## config.mk

```make
export PLATFORM = sky130hd
export DESIGN_NAME = fft32_stage_sequencer
export DESIGN_NICKNAME = d
export VERILOG_FILES = /design/src/rtl/fft32_stage_sequencer.sv
export SDC_FILE = /design/constraint.sdc
export NUM_CORES = 1
export LEC_CHECK = 0
export BUFFER_PORTS_ARGS = -buffer_cell sky130_fd_sc_hd__buf_4
export CORE_MARGIN = 2
export CORE_UTILIZATION = 53
export DETAILED_ROUTE_END_ITERATION = 16
export GPL_TIMING_DRIVEN = 0
export PLACE_DENSITY = 0.92
export SLEW_MARGIN = 15
export SYNTH_ARGS = -nofsm -noshare
export SYNTH_HDL_FRONTEND = slang
export SYNTH_SLANG_ARGS = --single-unit
export TNS_END_PERCENT = 20
```

## constraint.sdc

```tcl
create_clock -name CLK -period 2.6 [get_ports CLK]
set_input_delay 0.13 -clock CLK [delete_from_list [all_inputs] [get_ports CLK]]
set_output_delay 0.13 -clock CLK [all_outputs]
set_load 0.005 [all_outputs]
```

## src/rtl/fft32_stage_sequencer.sv

```systemverilog
// Pass sequencer for an iterative radix-2 FFT: accepts a frame, steps the shared
// butterfly datapath through P_STAGES passes, then holds the result until taken.
module fft32_stage_sequencer #(
    parameter int unsigned P_STAGES   = 5,
    parameter int unsigned P_DP_LAT   = 1,
    parameter int unsigned P_CNT_BITS = 8,
    localparam int unsigned SW = (P_STAGES > 1) ? $clog2(P_STAGES) : 1
) (
    input  logic                  CLK,
    input  logic                  RST,
    input  logic                  i_valid,
    output logic                  o_ready,
    input  logic                  i_flush,
    output logic                  o_load,
    output logic                  o_step,
    output logic [SW-1:0]         o_stage,
    output logic                  o_busy,
    output logic                  o_valid,
    input  logic                  i_ready,
    output logic [P_CNT_BITS-1:0] o_frame_cnt
);

    localparam int unsigned LW = (P_DP_LAT > 1) ? $clog2(P_DP_LAT) : 1;
    localparam logic [LW-1:0] LAT_LAST   = LW'(P_DP_LAT - 1);
    localparam logic [SW-1:0] STAGE_LAST = SW'(P_STAGES - 1);

    localparam logic [1:0] ST_IDLE = 2'd0;
    localparam logic [1:0] ST_RUN  = 2'd1;
    localparam logic [1:0] ST_HOLD = 2'd2;

    logic [1:0]            state_q, state_d;
    logic [SW-1:0]         stage_q, stage_d;
    logic [LW-1:0]         lat_q, lat_d;
    logic [P_CNT_BITS-1:0] cnt_q, cnt_d;

    always_comb begin
        state_d = state_q;
        stage_d = stage_q;
        lat_d   = lat_q;
        cnt_d   = cnt_q;
        o_ready = 1'b0;
        o_load  = 1'b0;
        o_step  = 1'b0;
        o_busy  = 1'b0;
        o_valid = 1'b0;

        case (state_q)
            ST_IDLE: begin
                // Outputs stay quiet while reset is held, even though state reads IDLE.
                o_ready = ~i_flush & RST;
                o_load  = i_valid & o_ready;
                if (o_load) begin
                    state_d = ST_RUN;
                    stage_d = '0;
                    lat_d   = '0;
                end
            end
            ST_RUN: begin
                o_busy = RST;
                if (lat_q == LAT_LAST) begin
                    o_step = ~i_flush & RST;
                    lat_d  = '0;
                    if (stage_q == STAGE_LAST) begin
                        state_d = ST_HOLD;
                    end else begin
                        stage_d = stage_q + SW'(1);
                    end
                end else begin
                    lat_d = lat_q + LW'(1);
                end
            end
            ST_HOLD: begin
                o_busy  = RST;
                o_valid = ~i_flush & RST;
                if (o_valid && i_ready) begin
                    state_d = ST_IDLE;
                    stage_d = '0;
                    cnt_d   = cnt_q + P_CNT_BITS'(1);
                end
            end
            default: begin
                state_d = ST_IDLE;
                stage_d = '0;
                lat_d   = '0;
            end
        endcase

        // Flush overrides every state; the counter is left alone.
        if (i_flush) begin
            state_d = ST_IDLE;
            stage_d = '0;
            lat_d   = '0;
        end
    end

    always_ff @(posedge CLK or negedge RST) begin
        if (!RST) begin
            state_q <= ST_IDLE;
            stage_q <= '0;
            lat_q   <= '0;
            cnt_q   <= '0;
        end else begin
            state_q <= state_d;
            stage_q <= stage_d;
            lat_q   <= lat_d;
            cnt_q   <= cnt_d;
        end
    end

    assign o_stage     = stage_q;
    assign o_frame_cnt = cnt_q;

endmodule

```

==> impl_table.tex <==
\begin{tabular}{lr}
\hline
Metric & Value \\
\hline
\multicolumn{2}{l}{\textbf{Worst setup path}} \\
\quad Worst-case reg-to-reg path depth & 6 \\
\quad Critical path class & flip-flop to flip-flop \\
\quad Max Fanout on Critical Path & 5 \\
\quad Nature of the critical path startpoint & flip-flop \\
\quad Worst Path Arrival & 1.81 ns \\
\quad Critical path origin & state\_q[0] \\
\quad Startpoint of the lowest-slack register-to-register path & state\_q[0] \\
\quad Worst reg2reg setup slack & 0.95 ns \\
\quad Capture point of the worst reg-to-reg path & o\_stage[0] \\
\quad Sort of element at the end of the critical path & flip-flop \\
\quad Worst Path Required & 2.76 ns \\
\multicolumn{2}{l}{\textbf{Detailed routing}} \\
\quad Antenna viol nets, final & 0 \\
\quad Routed via count & 571 \\
\quad Total detailed-routing wirelength & 1370 um \\
\quad First DRT Iteration DRCs & 9 \\
\quad Final routed DRC violation total & 0 \\
\quad Detailed Routing Iterations Pass 1 & 4 \\
\quad Routed length per placed instance & 12.4 um \\
\quad Ratio of routed vias to standard cells & 5.14 \\
\multicolumn{2}{l}{\textbf{Yosys}} \\
\quad Number of storage elements in the synthesis netlist & 13 \\
\quad Ranking of synthesized cells by area & sky130\_fd\_sc\_hd\_\_dfrtp\_1 43\%, sky130\_fd\_sc\_hd\_\_ha\_1 12\%, sky130\_fd\_sc\_hd\_\_xnor2\_1 8.2\% \\
\quad Area share of the largest cell type after synthesis & 0.435 \\
\quad Top cell type by total area after synthesis & sky130\_fd\_sc\_hd\_\_dfrtp\_1 \\
\quad Most common cell in the synthesized netlist & sky130\_fd\_sc\_hd\_\_dfrtp\_1 \\
\quad Proportion of synthesized flip-flops having asynchronous set or reset & 1.00 \\
\quad Average instance area after synthesis & 10.5 um\^{}2 \\
\quad Number of standard cells after synthesis & 71 \\
\quad Synthesized net count & 83 \\
\quad Number of enable flip-flop cells after synthesis & 0 \\
\quad Ranking of synthesized cells by instance count & 13 x sky130\_fd\_sc\_hd\_\_dfrtp\_1, 11 x sky130\_fd\_sc\_hd\_\_nand2\_1, 7 x sky130\_fd\_sc\_hd\_\_ha\_1, 7 x sky130\_fd\_sc\_hd\_\_xnor2\_1, 6 x sky130\_fd\_sc\_hd\_\_inv\_1 \\
\quad Number of distinct library cells after synthesis & 22 \\
\quad Yosys warning count & 0 \\
\quad Cell area after synthesis & 748 um\^{}2 \\
\quad Sequential element share of the synthesized area & 0.435 \\
\quad Synth Flop Type & sky130\_fd\_sc\_hd\_\_dfrtp\_1 \\
\multicolumn{2}{l}{\textbf{Power and ir drop}} \\
\quad Total power divided by cell area & 712 mW/mm\^{}2 \\
\quad Maximum vdd drop & 497 uV \\
\quad Leakage component of the power & 0.476 nW \\
\multicolumn{2}{l}{\textbf{STA}} \\
\quad Count of final setup violators & 0 \\
\quad Max\_slew headroom & 0.826 \\
\quad Worst Tran Pin Value & 0.261 ns \\
\quad Summed negative setup slack over all endpoints & 0 ns \\
\quad Max-slew violations & 0 \\
\quad RSZ-0062 raised after global routing & false \\
\quad Total count of hold-check failures in the final report & 0 \\
\quad Clock tree skew after final layout & 0.00540 ns \\
\quad Final worst path period need & 1.65 ns \\
\quad Setup WS post-layout & 0.954 ns \\
\quad Highest clock frequency the design can meet & 608 MHz \\
\quad Crit share post-route & 0.633 \\
\multicolumn{2}{l}{\textbf{GRT}} \\
\quad Number of global-route vias before repair & 538 \\
\quad Wire length of the first global-routing pass & 2250 um \\
\quad GRT Total Usage & 0.172 \\
\quad Maximum number of pins on one net before global-route repair & 22 \\
\quad Antenna violations before repair & 0 \\
\quad Global route total overflow & 0 \\
\multicolumn{2}{l}{\textbf{Worst hold path}} \\
\quad Worst hold path startpoint & i\_flush \\
\quad Cell count of the worst hold path & 4 \\
\quad Path type of the worst min-delay path & primary input to flip-flop \\
\quad Hold worst-path end & o\_stage[2] \\
\multicolumn{2}{l}{\textbf{Floorplanning}} \\
\quad Die ar. & 0.00173 mm\^{}2 \\
\quad Standard-cell rows & 13 \\
\quad Die extent in x & 41.6 um \\
\quad Area inside the core boundary & 0.00132 mm\^{}2 \\
\quad Top-Level Pins & 21 \\
\quad Vertical extent of the die & 41.6 um \\
\quad Initial cell density of the core & 0.568 \\
\multicolumn{2}{l}{\textbf{CTS}} \\
\quad CTS tree & yes \\
\quad CTS Root Cell & sky130\_fd\_sc\_hd\_\_clkbuf\_4 \\
\quad Clock buffers created by TritonCTS & 3 \\
\quad Clk\_lat worst skew & 0.27 ns \\
\quad Count of H-tree levels built during CTS & 1 \\
\quad Clock Pin Slew Worst Setup and Hold Paths & 0.08 ns \\
\quad Number of sinks driven by the clock tree & 13 \\
\quad Max Buffers Root-to-Sink & 2 \\
\quad Number of instances resized during post-cts repair & 0 \\
\multicolumn{2}{l}{\textbf{Place}} \\
\quad DP Wirelength & 1040 um \\
\quad Number of port buffers & 20 \\
\quad Routability congestion estimate & 0.776 \\
\quad Pre-CTS setup slack & 0.998 ns \\
\multicolumn{2}{l}{\textbf{Layout}} \\
\quad Synth-to-Final Area Change & 27.4\% \\
\quad Share of cells above drive strength 1 & 0.302 \\
\quad Finished Core Util & 0.724 \\
\quad Final net count & 109 \\
\quad Number of antenna diodes & 0 \\
\multicolumn{2}{l}{\textbf{Run}} \\
\quad Max Cap Viol & 0 \\
\multicolumn{2}{l}{\textbf{Status}} \\
\quad Run status & complete, no violations \\
\hline
\end{tabular}
cell type report:
class,count,area [um^2]
multi-input cells,52,400
fillers,108,364
well taps,15,18.8
inverters,6,22.5
repair buffers,21,160
flip-flops and latches,13,325
clock buffers,4,26.3
how the worst max path moves through the flow:
stage / end / slack, ns / cells after the start
floorplan: state_q[0] / 1.09 / 6
global route: o_stage[0] / 0.87 / 6
finish: o_stage[0] / 0.95 / 6
CTS: o_stage[0] / 0.96 / 6
global placement: state_q[0] / 1.01 / 6
detailed placement: o_stage[0] / 1.0 / 6
logic make-up (layout without fill, tap and decap cells):
| family | Yosys count | count (layout) | synth area share |
|---|---|---|---|
| and+or+nand+nor | 29 | 29 | 0.212 |
| DFF | 13 | 13 | 0.435 |
| adders and majority gates | 7 | 7 | 0.117 |
| xor gates and xnor gates | 7 | 7 | 0.0819 |
| AOI/OAI and AO/OA | 6 | 6 | 0.0752 |
| buffers and inverters | 6 | 31 | 0.0301 |
| muxes | 3 | 3 | 0.0485 |
flip-flops by register name, indices dropped and copies added, names as in the netlist:
signal	flops
o_frame_cnt	8
o_stage	3
state_q	2
worst max-delay path, stage by stage, from the launching register on:
cell	delay, ns
sky130_fd_sc_hd__dfrtp_1	0.40
sky130_fd_sc_hd__inv_1	0.08
sky130_fd_sc_hd__ha_1	0.20
sky130_fd_sc_hd__nor2b_1	0.16
sky130_fd_sc_hd__a32oi_4	0.26
sky130_fd_sc_hd__o21ai_1	0.14
sky130_fd_sc_hd__mux2_2	0.28
power by group:
group | internal [W] | switching (W) | total, W
clock network | 0.0000594 | 0.0000655 | 0.000125
logic | 0.000147 | 0.000124 | 0.000271
registers | 0.000237 | 0.0000450 | 0.000282
stage by stage:
stage / power [W] / instances / hold WS [ns] / cell area (um^2)
6_report: 0.000679 / 111 / 0.222 / 953
5_1_grt: 0.000734 / 111 / 0.230 / 953
4_1_cts: 0.000687 / 111 / 0.208 / 953
3_5_place_dp: 0.000558 / 106 / 0.00779 / 917
3_3_place_gp: 0.000543 / 106 / 0.00528 / 917
2_1_floorplan: 0.000453 / 71 / -0.166 / 748
cells in the final DEF (no fill, tap or decap):
cell / netlist / final
sky130_fd_sc_hd__and2_1: 3 / 3
sky130_fd_sc_hd__nor2_1: 1 / 1
sky130_fd_sc_hd__ha_1: 7 / 7
sky130_fd_sc_hd__a21oi_1: 2 / 2
sky130_fd_sc_hd__o21ai_1: 1 / 1
sky130_fd_sc_hd__nor2b_1: 3 / 3
sky130_fd_sc_hd__mux2i_1: 1 / 1
sky130_fd_sc_hd__inv_1: 6 / 6
sky130_fd_sc_hd__xnor2_1: 7 / 7
sky130_fd_sc_hd__a22o_1: 1 / 1
sky130_fd_sc_hd__mux2_2: 1 / 1
sky130_fd_sc_hd__clkbuf_4: 0 / 3
sky130_fd_sc_hd__nand4b_1: 1 / 1
sky130_fd_sc_hd__mux2_4: 1 / 1
sky130_fd_sc_hd__nand2_2: 2 / 2
sky130_fd_sc_hd__buf_4: 0 / 20
sky130_fd_sc_hd__nand2_1: 11 / 11
sky130_fd_sc_hd__and3_2: 1 / 1
sky130_fd_sc_hd__and3_1: 2 / 2
sky130_fd_sc_hd__clkbuf_1: 0 / 1
sky130_fd_sc_hd__dfrtp_1: 13 / 13
sky130_fd_sc_hd__dlygate4sd3_1: 0 / 1
sky130_fd_sc_hd__nand4_1: 4 / 4
sky130_fd_sc_hd__a32oi_4: 1 / 1
sky130_fd_sc_hd__and4b_1: 1 / 1
sky130_fd_sc_hd__o21ai_0: 1 / 1
metal layers:
layer / GRT usage / share of wire
met5: 0 / 0
met1: 0.202 / 0.45
met4: 0.0774 / 0
met2: 0.294 / 0.50
met3: 0.0435 / 0.047
what timing repair did:
item	4_1_cts	5_1_grt
setup buffers	0	0
hold endpoints to repair	13	0
hold buffers	1	0
endpoints found under the setup margin	0	0
Power figures use the tool's default switching activity.
